`src/rtl/commit_sequencer_pkg.sv`:
```
// Shared definitions for the commit sequencer.
// - ROB head type encodings as driven by the reorder buffer.
// - Commit FSM state encoding.
// - Datapath widths shared with the register file.
package commit_sequencer_pkg;

  localparam int unsigned InstSize    = 32;
  localparam int unsigned RegAddrSize = 5;
  // Flush counter width; holds FLUSH_CYCLES in the range 1..15.
  localparam int unsigned FlushCntW   = 4;

  typedef enum logic [1:0] {
    RobTypeReg    = 2'b00,
    RobTypeStore  = 2'b01,
    RobTypeBranch = 2'b10,
    RobTypeNowb   = 2'b11
  } rob_type_e;

  typedef enum logic [1:0] {
    StIdle      = 2'b00,
    StWaitStore = 2'b01,
    StFlushWb   = 2'b10,
    StFlush     = 2'b11
  } cs_state_e;

endpackage

```
`src/rtl/commit_sequencer.sv`:
```
// Commit sequencer: retires the ROB head in program order.
// - REG / NOWB / correctly-predicted BRANCH: pop now, register-file write next cycle.
// - STORE: request the LSB, hold the request until st_commit_done, pop on done.
// - Mispredicted BRANCH: pop, link write, then one cycle later clear + redirect,
//   followed by FLUSH_CYCLES quiet cycles before retirement resumes.
// Ports:
//   clk_in, rst_in (async, active-high), rdy_in (global enable, 0 freezes state)
//   rob_head_*     : ROB head entry description
//   rob_pop        : combinational head-removal strobe
//   rf_wr_*        : registered register-file commit port (port 2)
//   st_commit_*    : registered store request to LSB, st_commit_done from LSB
//   clear          : registered flush pulse
//   redirect_en/pc : registered fetch redirect
//   commit_cnt     : registered retired-instruction counter
module commit_sequencer
  import commit_sequencer_pkg::*;
#(
  parameter int unsigned TAG_W        = 5,
  parameter int unsigned FLUSH_CYCLES = 2
) (
  input  logic                   clk_in,
  input  logic                   rst_in,
  input  logic                   rdy_in,
  input  logic                   rob_head_valid,
  input  logic                   rob_head_ready,
  input  logic [TAG_W-1:0]       rob_head_tag,
  input  logic [1:0]             rob_head_type,
  input  logic [RegAddrSize-1:0] rob_head_rd,
  input  logic [InstSize-1:0]    rob_head_value,
  input  logic                   rob_head_mispred,
  input  logic [InstSize-1:0]    rob_head_target,
  output logic                   rob_pop,
  output logic                   rf_wr_en,
  output logic [RegAddrSize-1:0] rf_wr_addr,
  output logic [InstSize-1:0]    rf_wr_data,
  output logic [TAG_W-1:0]       rf_wr_tag,
  output logic                   st_commit_req,
  output logic [TAG_W-1:0]       st_commit_tag,
  input  logic                   st_commit_done,
  output logic                   clear,
  output logic                   redirect_en,
  output logic [InstSize-1:0]    redirect_pc,
  output logic [31:0]            commit_cnt
);

  localparam logic [FlushCntW-1:0] FlushInit = FlushCntW'(FLUSH_CYCLES);

  cs_state_e              state_q, state_d;
  logic [FlushCntW-1:0]   flush_cnt_q, flush_cnt_d;
  logic [InstSize-1:0]    target_q, target_d;

  logic                   rf_wr_en_q, rf_wr_en_d;
  logic [RegAddrSize-1:0] rf_wr_addr_q, rf_wr_addr_d;
  logic [InstSize-1:0]    rf_wr_data_q, rf_wr_data_d;
  logic [TAG_W-1:0]       rf_wr_tag_q, rf_wr_tag_d;
  logic                   st_req_q, st_req_d;
  logic [TAG_W-1:0]       st_tag_q, st_tag_d;
  logic                   clear_q, clear_d;
  logic                   redirect_en_q, redirect_en_d;
  logic [InstSize-1:0]    redirect_pc_q, redirect_pc_d;
  logic [31:0]            commit_cnt_q, commit_cnt_d;

  logic                   pop;
  logic                   head_ok;
  rob_type_e              head_type;

  assign head_ok   = rob_head_valid & rob_head_ready;
  assign head_type = rob_type_e'(rob_head_type);

  always_comb begin
    state_d       = state_q;
    flush_cnt_d   = flush_cnt_q;
    target_d      = target_q;
    rf_wr_en_d    = 1'b0;
    rf_wr_addr_d  = rf_wr_addr_q;
    rf_wr_data_d  = rf_wr_data_q;
    rf_wr_tag_d   = rf_wr_tag_q;
    st_req_d      = st_req_q;
    st_tag_d      = st_tag_q;
    clear_d       = 1'b0;
    redirect_en_d = 1'b0;
    redirect_pc_d = redirect_pc_q;
    pop           = 1'b0;

    unique case (state_q)
      StIdle: begin
        if (head_ok) begin
          if (head_type == RobTypeStore) begin
            // Store is popped only once the LSB confirms it.
            st_req_d = 1'b1;
            st_tag_d = rob_head_tag;
            state_d  = StWaitStore;
          end else begin
            pop = 1'b1;
            if ((head_type != RobTypeNowb) && (rob_head_rd != '0)) begin
              rf_wr_en_d   = 1'b1;
              rf_wr_addr_d = rob_head_rd;
              rf_wr_data_d = rob_head_value;
              rf_wr_tag_d  = rob_head_tag;
            end
            if ((head_type == RobTypeBranch) && rob_head_mispred) begin
              target_d = rob_head_target;
              state_d  = StFlushWb;
            end
          end
        end
      end
      StWaitStore: begin
        if (st_commit_done) begin
          pop      = 1'b1;
          st_req_d = 1'b0;
          state_d  = StIdle;
        end
      end
      StFlushWb: begin
        // One spacer cycle so the link write lands before clear, which the
        // register file would otherwise prioritise over the write.
        clear_d       = 1'b1;
        redirect_en_d = 1'b1;
        redirect_pc_d = target_q;
        flush_cnt_d   = FlushInit;
        state_d       = StFlush;
      end
      StFlush: begin
        if (flush_cnt_q <= FlushCntW'(1)) begin
          flush_cnt_d = '0;
          state_d     = StIdle;
        end else begin
          flush_cnt_d = flush_cnt_q - FlushCntW'(1);
        end
      end
      default: state_d = StIdle;
    endcase

    commit_cnt_d = pop ? (commit_cnt_q + 32'd1) : commit_cnt_q;
  end

  always_ff @(posedge clk_in or posedge rst_in) begin
    if (rst_in) begin
      state_q       <= StIdle;
      flush_cnt_q   <= '0;
      target_q      <= '0;
      rf_wr_en_q    <= 1'b0;
      rf_wr_addr_q  <= '0;
      rf_wr_data_q  <= '0;
      rf_wr_tag_q   <= '0;
      st_req_q      <= 1'b0;
      st_tag_q      <= '0;
      clear_q       <= 1'b0;
      redirect_en_q <= 1'b0;
      redirect_pc_q <= '0;
      commit_cnt_q  <= '0;
    end else if (rdy_in) begin
      state_q       <= state_d;
      flush_cnt_q   <= flush_cnt_d;
      target_q      <= target_d;
      rf_wr_en_q    <= rf_wr_en_d;
      rf_wr_addr_q  <= rf_wr_addr_d;
      rf_wr_data_q  <= rf_wr_data_d;
      rf_wr_tag_q   <= rf_wr_tag_d;
      st_req_q      <= st_req_d;
      st_tag_q      <= st_tag_d;
      clear_q       <= clear_d;
      redirect_en_q <= redirect_en_d;
      redirect_pc_q <= redirect_pc_d;
      commit_cnt_q  <= commit_cnt_d;
    end
  end

  // Gated by reset too so every output reads 0 while rst_in is high.
  assign rob_pop       = pop & rdy_in & ~rst_in;
  assign rf_wr_en      = rf_wr_en_q;
  assign rf_wr_addr    = rf_wr_addr_q;
  assign rf_wr_data    = rf_wr_data_q;
  assign rf_wr_tag     = rf_wr_tag_q;
  assign st_commit_req = st_req_q;
  assign st_commit_tag = st_tag_q;
  assign clear         = clear_q;
  assign redirect_en   = redirect_en_q;
  assign redirect_pc   = redirect_pc_q;
  assign commit_cnt    = commit_cnt_q;

endmodule
```
`config.mk`:
```
export PLATFORM = sky130hd
export DESIGN_NAME = commit_sequencer
export DESIGN_NICKNAME = d
export VERILOG_FILES = /design/src/rtl/commit_sequencer_pkg.sv /design/src/rtl/commit_sequencer.sv
export SDC_FILE = /design/constraint.sdc
export NUM_CORES = 1
export LEC_CHECK = 0
export BUFFER_PORTS_ARGS = -buffer_cell sky130_fd_sc_hd__buf_2
export CORE_UTILIZATION = 50
export DETAILED_ROUTE_END_ITERATION = 12
export GPL_ROUTABILITY_DRIVEN = 0
export PLACE_DENSITY = 0.83
export SYNTH_ARGS = -nofsm -noshare
export SYNTH_HDL_FRONTEND = slang
export SYNTH_SLANG_ARGS = --single-unit
```
`constraint.sdc`:
```
create_clock -name clk_in -period 11.9 [get_ports clk_in]
set_input_delay 2.975 -clock clk_in [delete_from_list [all_inputs] [get_ports clk_in]]
set_output_delay 2.975 -clock clk_in [all_outputs]
set_load 0.005 [all_outputs]
```
==> results of run 1 <==
worst max-delay path, stage by stage:
cell and delay (ns):
buf_2 0.16, and4b_1 0.26, a31oi_1 0.64, nor2_1 0.07
buf_2 0.15
worst max-delay path by stage:
stage,from,endpoint,slack [ns],cells after the start
2_1_floorplan,rst_in,commit_cnt[0],4.83,1
3_3_place_gp,rob_head_valid,rob_pop,4.62,5
3_5_place_dp,rdy_in,rob_pop,4.67,5
4_1_cts,rdy_in,rob_pop,4.68,5
5_1_grt,rdy_in,rob_pop,4.51,5
6_report,rdy_in,rob_pop,4.67,5
cell usage in the layout, fill, tap and decap left out, drive strengths merged, types with 3 or more instances in the layout:
cell type,instances
and2,5
ha,3
a22o,3
nor4,3
inv,5
nor3,9
a21oi,4
nor2,9
and3,5
clkinv,4
xor2,4
mux2,109
xnor2,27
and4,5
nand2,14
nand3,11
clkbuf,23
o21ai,7
nand4b,3
buf,201
nand4,21
dfrtp,152
through the flow:
stage               total power [mW]  cells  setup slack, ns  area, um2  utilization (%)
floorplan                       1.08    440             4.83       6420                -
global placement                1.26    793             4.62       7500             59.7
detailed placement              1.30    793             4.67       7500             59.7
CTS                             1.83    824             4.68       8090             64.3
global route                    1.92    824             4.51       8090             64.3
finish                          1.82    824             4.67       8090             64.3
power groups by stage:
stage	Clock (mW)	Sequential, mW	Combinational, mW
2_1_floorplan	0	0.806	0.269
3_3_place_gp	0	0.801	0.462
3_5_place_dp	0	0.819	0.478
4_1_cts	0.536	0.815	0.482
5_1_grt	0.557	0.837	0.526
6_report	0.525	0.815	0.475
per-layer routing:
metal	track usage (%)	routed length (um)
met5	0	0
met4	7.88	238
met3	5.90	759
met2	38.6	7230
met1	27.6	5840
sequential cells by signal, summed over array words and instances, names as in the netlist:
register and count:
target_q 32, rf_wr_data 32, flush_cnt_q 4, redirect_en 1, rf_wr_addr 5, st_commit_tag 5
rf_wr_en 1, st_commit_req 1, rf_wr_tag 5, commit_cnt 32, state_q 2, redirect_pc 32
final cells by class:
type	instances	share of cell area (%)
clock buffers	23	6.03
clock inverters	8	1.18
inverters	5	0.294
multi-input cells	263	30.3
flip-flops and latches	152	47.0
well taps	172	2.66
repair buffers	201	12.5
cell families after synthesis:
family	after synthesis	share of synthesized area, %
flip-flops	152	59.2
XOR/XNOR	31	4.23
buffers and inverters	25	2.77
adder cells (fa/ha/maj)	3	0.585
multiplexers	109	21.2
AND/OR/NAND/NOR	99	9.70
AO/OA/AOI/OAI	21	2.28
==> impl_metrics.tcl, run 1 <==
set metrics [dict create \
    r2r_start "state_q[0]" \
    hp-start "commit_cnt[31]" \
    synth_cell_type_count 47 \
    area_growth_pct 25.9 \
    cp-start-kind "primary input" \
    relSlewSlack_pct 36.3 \
    yosysMostFrequentCell "dfrtp_1" \
    final_nets 726 \
    path_clk_slew_ns 0.06 \
    status "completed" \
    r2r_slack_ns 9.56 \
    cts_hold_buf 0 \
    synthTopCellsByArea "dfrtp_1 (59%), mux2_2 (13%), mux2_4 (8.4%)" \
    avgSynthCellArea_um2 14.6 \
    tns_ns 0 \
    synthesis.nets 526 \
    grt.total_usage_pct 22.5 \
    fin_worst_skew_ns 0.00685 \
    worstMarginPinSlew_ns 0.956 \
    cp.arrival_ns 4.26 \
    die-area_um2 13300 \
    finalMaxSlewViolations 0 \
    cp-end-kind "output pin" \
    netSwitchingFraction_pct 27.5 \
    grt_pass1_vias 4530 \
    hold_violations 0 \
    drive_above_1_share_pct 53.8 \
    hold-path-endpoint "commit_cnt[31]" \
    viasPerCell 5.27 \
    crit_type "in2out" \
    htreeDepth 4 \
    die_w_um 115 \
    syn-instance-count 440 \
    rsz0062_at_grt "false" \
    ys_ff_latch 152 \
    num_antenna_cells 0 \
    p_seq_share_pct 44.9 \
    max_clock_freq_mhz 138 \
    avgRoutedWirePerCell_um 17.1 \
    r2r_cells 5 \
    cts_buffers 17 \
    regArea_um2 3800 \
    clockBufferDepth 2 \
    grt_pass1_wl_mm 22.7 \
    core_area_um2 12600 \
    portBuffers 198 \
    fillers 924 \
    drt_wl_total_mm 14.1 \
    p_switching_uw 499 \
    fin_crit_ns 7.23 \
    ir_worst_vdd_v 0.0000955 \
    vias 4343 \
    synth_top_flop_cell "dfrtp_1" \
    synth-async-reset-ratio_pct 100 \
    internal-power_mw 1.32 \
    multi_input_area_um2 2450 \
    finalSetupViolations 0 \
    path_max_fanout 10 \
    yosysTopAreaCellShare_pct 59.2 \
    dpl.hpwl_mm 9.81 \
    cp.required_ns 8.93 \
    synth_edf_count 0 \
    yosys_warnings 0 \
    drt_iter0_drc 301 \
    ys_seq_area_share_pct 59.2 \
    combinationalPowerShare_pct 26.2 \
    clock_sinks 152 \
    min_delay_path_depth 1 \
    cts_root_buffer "clkbuf_16" \
    p_clk_share_pct 28.9 \
    hold_path_class "reg2reg" \
    timing.final.crit_share_pct 60.8 \
    ioPinCount 199 \
    max_cap_violations 0 \
    postRouteAntennaNets 0 \
    grt_max_degree 80 \
    cts_resized 0 \
    rr_endpoint "rf_wr_data[13]" \
    fp.dieH_um 115 \
    hold_slack_ns 0.481 \
    row_count 41 \
    leakage_nw 4.20 \
    antenna_found_initial 0 \
    cts_setup_buffers 0 \
    synth_commonest_cells "dfrtp_1 (152), mux2_2 (72), mux2_4 (36)" \
    syn_area_um2 6420 \
    start_util_pct 51.1 \
    powerDensity_nw_per_um2 224 \
    yosysTopAreaCell "dfrtp_1" \
    clk_latency_ns 0.41 \
    detail_route.first_pass.iterations 4 \
    drc_errors 0 \
    grt_overflow_total 0 \
    tritoncts "yes" \
]
Note: power is estimated with default switching activity, not from simulation.
==> run 2: changes to the inputs <==
--- a/config.mk
+++ b/config.mk
@@ -6,10 +6,10 @@
 export NUM_CORES = 1
 export LEC_CHECK = 0
 export BUFFER_PORTS_ARGS = -buffer_cell sky130_fd_sc_hd__buf_2
-export CORE_UTILIZATION = 50
+export CORE_UTILIZATION = 46
 export DETAILED_ROUTE_END_ITERATION = 12
 export GPL_ROUTABILITY_DRIVEN = 0
-export PLACE_DENSITY = 0.83
+export PLACE_DENSITY = 0.81
 export SYNTH_ARGS = -nofsm -noshare
 export SYNTH_HDL_FRONTEND = slang
 export SYNTH_SLANG_ARGS = --single-unit
==> constraint.sdc (replaced) <==
create_clock -name clk_in -period 6 [get_ports clk_in]
set_input_delay 1.5 -clock clk_in [delete_from_list [all_inputs] [get_ports clk_in]]
set_output_delay 1.5 -clock clk_in [all_outputs]
set_load 0.005 [all_outputs]
==> impl_metrics.tcl, run 2 (synthesis results as in run 1) <==
set metrics [dict create \
    r2r_start "state_q[0]" \
    worstMarginPinSlew_ns 0.920 \
    final_nets 726 \
    fillers 1087 \
    hold_path_class "reg2reg" \
    rr_endpoint "rf_wr_data[10]" \
    cts_hold_buf 0 \
    r2r_cells 5 \
    finalSetupViolations 0 \
    crit_type "in2out" \
    cts_root_buffer "clkbuf_16" \
    cp-start-kind "primary input" \
    drt_wl_total_mm 13.5 \
    fin_worst_skew_ns 0.00592 \
    cp-end-kind "output pin" \
    max_clock_freq_mhz 242 \
    combinationalPowerShare_pct 25.1 \
    antenna_found_initial 1 \
    cpPeakStageDelay_ns 0.47 \
    ioPinCount 199 \
    grt_pass1_wl_mm 21.7 \
    clockBufferDepth 2 \
    rsz0062_at_grt "false" \
    internal-power_mw 2.73 \
    ir_worst_vdd_v 0.000231 \
    path_clk_slew_ns 0.06 \
    num_antenna_cells 0 \
    drt_iter0_drc 175 \
    viasPerCell 5.17 \
    p_switching_uw 989 \
    cp_top_family "compound AO/OA/AOI/OAI gates" \
    path_depth 5 \
    hold_violations 0 \
    drc_errors 0 \
    cts_setup_buffers 0 \
    critPathLaunch "rdy_in" \
    postRouteAntennaNets 0 \
    fin_crit_ns 4.13 \
    status "completed" \
    start_util_pct 47.7 \
    min_delay_path_depth 1 \
    clk_latency_ns 0.41 \
    finalMaxSlewViolations 0 \
    netSwitchingFraction_pct 26.6 \
    clock_sinks 152 \
    grt_pass1_vias 4378 \
    worstPathCellList "buf_2, and4b_1, a31oi_1, nor2_1, buf_2" \
    die-area_um2 14400 \
    timing.final.crit_share_pct 68.8 \
    grt_max_degree 107 \
    relSlewSlack_pct 38.7 \
    crit_slowest_cell "a31oi_1" \
    cts_buffers 17 \
    htreeDepth 4 \
    cp_common_cell "buf_2" \
    leakage_nw 4.23 \
    area_growth_pct 27.2 \
    tns_ns 0 \
    p_clk_share_pct 31.8 \
    dpl.hpwl_mm 9.48 \
    fp.dieH_um 120 \
    grt_overflow_total 0 \
    dpl_cell_area_um2 7510 \
    vias 4288 \
    row_count 42 \
    core_area_um2 13500 \
    finish.instance_area_um2 8170 \
    layout_common_cells "buf_2 (198), dfrtp_1 (152), mux2_2 (72), mux2_4 (36), xnor2_1 (27)" \
    p_seq_share_pct 43.1 \
    portBuffers 198 \
    grt.total_usage_pct 19.4 \
    avgRoutedWirePerCell_um 16.3 \
    hold-path-endpoint "commit_cnt[31]" \
    crit_buf_inv 2 \
    detail_route.first_pass.iterations 4 \
    path_max_fanout 10 \
    final_common_cell "buf_2" \
    drive_above_1_share_pct 54.1 \
    tritoncts "yes" \
    r2r_slack_ns 3.64 \
    die_w_um 120 \
    powerDensity_nw_per_um2 455 \
    cp.arrival_ns 2.63 \
    hp-start "commit_cnt[31]" \
    cp.required_ns 4.50 \
    max_cap_violations 0 \
    finalPower_mw 3.72 \
    cts_resized 0 \
]
run 2: cell count changes in the layout (fill, tap and decap cells not counted), sizes merged:
cell    change
inv         +1
clkinv      -1
clkbuf      -2
bufinv      +3
run 2: area by class of cell:
| type | count | area, um2 | share of cell area [%] |
|---|---|---|---|
| Clock buffer | 21 | 470 | 5.76 |
| Tap cell | 176 | 220 | 2.69 |
| Timing Repair Buffer | 201 | 1010 | 12.4 |
| Inverter | 5 | 23.8 | 0.291 |
| Sequential cell | 152 | 3800 | 46.5 |
| Multi-Input combinational cell | 263 | 2450 | 29.9 |
| Clock inverter | 11 | 193 | 2.36 |
run 2: power by group through the flow:
stage | sequential (mW) | combinational (mW) | clock [mW]
finish | 1.60 | 0.932 | 1.18
global route | 1.65 | 1.01 | 1.25
CTS | 1.61 | 0.950 | 1.20
detailed placement | 1.62 | 0.946 | 0
global placement | 1.59 | 0.907 | 0
floorplan | 1.60 | 0.534 | 0
run 2: how the worst max path moves through the flow:
stage / end / slack [ns]
after floorplan: commit_cnt[0] / 0.41
after global placement: rob_pop / 1.89
after detailed placement: rob_pop / 1.87
after CTS: rob_pop / 1.87
after global routing: rob_pop / 1.77
final: rob_pop / 1.87
run 2: per-layer routing:
metal | up-vias | global-route usage, % | part of all wire [%]
li1 | 1985 | - | -
met1 | 2127 | 24.5 | 42
met2 | 155 | 31.5 | 50
met3 | 21 | 5.09 | 6.4
met4 | 0 | 8.28 | 1.8
met5 | - | 0 | 0
run 2: per-stage QoR:
step | utilization [%] | std cells | setup WS, ns | hold slack (ns)
after floorplan | - | 440 | 0.407 | 0.454
after global placement | 55.8 | 797 | 1.89 | 0.466
after detailed placement | 55.8 | 797 | 1.87 | 0.470
after CTS | 60.7 | 829 | 1.87 | 0.485
after global routing | 60.7 | 829 | 1.77 | 0.515
final | 60.7 | 829 | 1.87 | 0.485
==> run 3: changes to the inputs <==
--- a/config.mk
+++ b/config.mk
@@ -6,10 +6,10 @@
 export NUM_CORES = 1
 export LEC_CHECK = 0
 export BUFFER_PORTS_ARGS = -buffer_cell sky130_fd_sc_hd__buf_2
-export CORE_UTILIZATION = 46
+export CORE_UTILIZATION = 50
 export DETAILED_ROUTE_END_ITERATION = 12
 export GPL_ROUTABILITY_DRIVEN = 0
-export PLACE_DENSITY = 0.81
+export PLACE_DENSITY = 0.83
 export SYNTH_ARGS = -nofsm -noshare
 export SYNTH_HDL_FRONTEND = slang
 export SYNTH_SLANG_ARGS = --single-unit
==> constraint.sdc (replaced) <==
create_clock -name clk_in -period 3.8 [get_ports clk_in]
set_input_delay 0.95 -clock clk_in [delete_from_list [all_inputs] [get_ports clk_in]]
set_output_delay 0.95 -clock clk_in [all_outputs]
set_load 0.005 [all_outputs]
==> impl_metrics.tcl, run 3 (synthesis results as in run 1) <==
set metrics [dict create \
    status "completed" \
    max_cap_violations 0 \
    fin_crit_ns 3.06 \
    p_clk_share_pct 29.3 \
    grt_overflow_total 0 \
    cts_resized 0 \
    finalPower_mw 5.70 \
    die_w_um 115 \
    cp.required_ns 2.85 \
    tns_ns 0 \
    antenna_found_initial 1 \
    finalMaxSlewViolations 0 \
    final_nets 727 \
    final_common_cell "buf_2" \
    path_max_fanout 10 \
    path_clk_slew_ns 0.06 \
    htreeDepth 4 \
    grt_pass1_wl_mm 21.8 \
    crit_slowest_cell "a31oi_1" \
    fp.dieH_um 115 \
    hold_violations 0 \
    worstMarginPinSlew_ns 0.814 \
    detail_route.first_pass.iterations 4 \
    drive_above_1_share_pct 53.8 \
    combinationalPowerShare_pct 26.0 \
    relSlewSlack_pct 45.2 \
    netSwitchingFraction_pct 27.0 \
    drc_errors 0 \
    powerDensity_nw_per_um2 701 \
    p_switching_mw 1.54 \
    grt_max_degree 79 \
    hold_slack_ns 0.498 \
    layout.cells.non_filler 826 \
    area_growth_pct 26.5 \
    dpl.hpwl_mm 9.93 \
    r2r_cells 5 \
    drt_wl_total_mm 13.8 \
    grt.total_usage_pct 21.6 \
    leakage_nw 4.22 \
    hold_path_class "reg2reg" \
    r2r_slack_ns 1.64 \
    finalSetupViolations 0 \
    worstPathCellList "buf_2, and4b_1, a31oi_1, nor2_1, buf_2" \
    postRouteAntennaNets 0 \
    min_delay_path_depth 1 \
    r2r_start "state_q[0]" \
    ioPinCount 199 \
    rr_endpoint "rf_wr_data[15]" \
    cp_top_family "compound AO/OA/AOI/OAI gates" \
    hold-path-endpoint "redirect_pc[0]" \
    hp-start "redirect_pc[0]" \
    path_depth 5 \
    portBuffers 198 \
    fin_worst_skew_ns 0.00615 \
    cts_setup_buffers 0 \
    cpPeakStageDelay_ns 0.51 \
    row_count 41 \
    crit_buf_inv 2 \
    cts_buffers 17 \
    cp-start-kind "primary input" \
    p_seq_share_pct 44.6 \
    cp.arrival_ns 2.11 \
    rsz0062_at_grt "false" \
    layout_common_cells "buf_2 (198), dfrtp_1 (152), mux2_2 (72), mux2_4 (36), xnor2_1 (27)" \
    postLayoutCoreUtil_pct 64.6 \
    cp_common_cell "buf_2" \
    clock_sinks 152 \
    clockBufferDepth 2 \
    tritoncts "yes" \
    cp-end-kind "output pin" \
    internal-power_mw 4.16 \
    cts_root_buffer "clkbuf_16" \
    ir_worst_vdd_v 0.000244 \
    fillers 951 \
    max_clock_freq_mhz 326 \
    timing.final.crit_share_pct 80.6 \
    dp.cells 794 \
    vias 4392 \
    grt_pass1_vias 4449 \
    start_util_pct 51.1 \
    core_area_um2 12600 \
    cts_hold_buf 0 \
    avgRoutedWirePerCell_um 16.6 \
    drt_iter0_drc 259 \
    clk_latency_ns 0.41 \
    crit_type "in2out" \
    viasPerCell 5.32 \
    die-area_um2 13300 \
]
run 3: cell count changes in the layout (fill, tap and decap cells not counted), moves of 2 or more:
cell       change
clkbuf_1       +2
clkinv_2       +3
buf_12         +2
bufinv_16      -2
inv_6          -2
run 3: how the worst max path moves through the flow:
stage / start / to / slack (ns)
after global placement: rdy_in / rob_pop / 0.76
final: rdy_in / rob_pop / 0.74
after detailed placement: rdy_in / rob_pop / 0.73
after floorplan: rst_in / commit_cnt[0] / 0.93
after CTS: rdy_in / rob_pop / 0.73
after global routing: state_q[1] / rob_pop / 0.60
run 3: final cells by class:
| class | instances | area (um2) | share of cell area, % |
|---|---|---|---|
| multi-input cells | 263 | 2450 | 30.1 |
| diodes | 1 | 2.50 | 0.0308 |
| clock inverters | 9 | 124 | 1.52 |
| well taps | 172 | 215 | 2.65 |
| flip-flops and latches | 152 | 3800 | 46.8 |
| inverters | 5 | 22.5 | 0.277 |
| clock buffers | 22 | 464 | 5.71 |
| repair buffers | 202 | 1050 | 12.9 |
run 3: metal layers:
layer	vias to the layer above	wire length, um	track usage [%]
met2	162	7120	36.5
met3	30	807	5.64
met4	0	299	11.4
met1	2215	5530	25.2
li1	1985	-	-
met5	-	0	0
run 3: worst register-to-register path, delay by kind of cell (launching register included):
kind / cells / cell delay, ns
flip-flops: 1 / 0.49
AO/OA/AOI/OAI: 1 / 0.23
AND/OR/NAND/NOR: 2 / 0.74
multiplexers: 1 / 0.34
buffers and inverters: 1 / 0.25
run 3: power by group through the flow:
stage	clock, mW	combinational, mW	sequential, mW
final	1.67	1.48	2.54
after detailed placement	0	1.51	2.56
after global placement	0	1.44	2.51
after global routing	1.78	1.63	2.61
after CTS	1.71	1.51	2.55
after floorplan	0	0.843	2.52
run 3: stage by stage:
stage          cell area, um2  setup WS (ns)
6_report                 8130          0.736
2_1_floorplan            6430          0.933
5_1_grt                  8120          0.602
4_1_cts                  8120          0.733
3_5_place_dp             7530          0.732
3_3_place_gp             7530          0.761
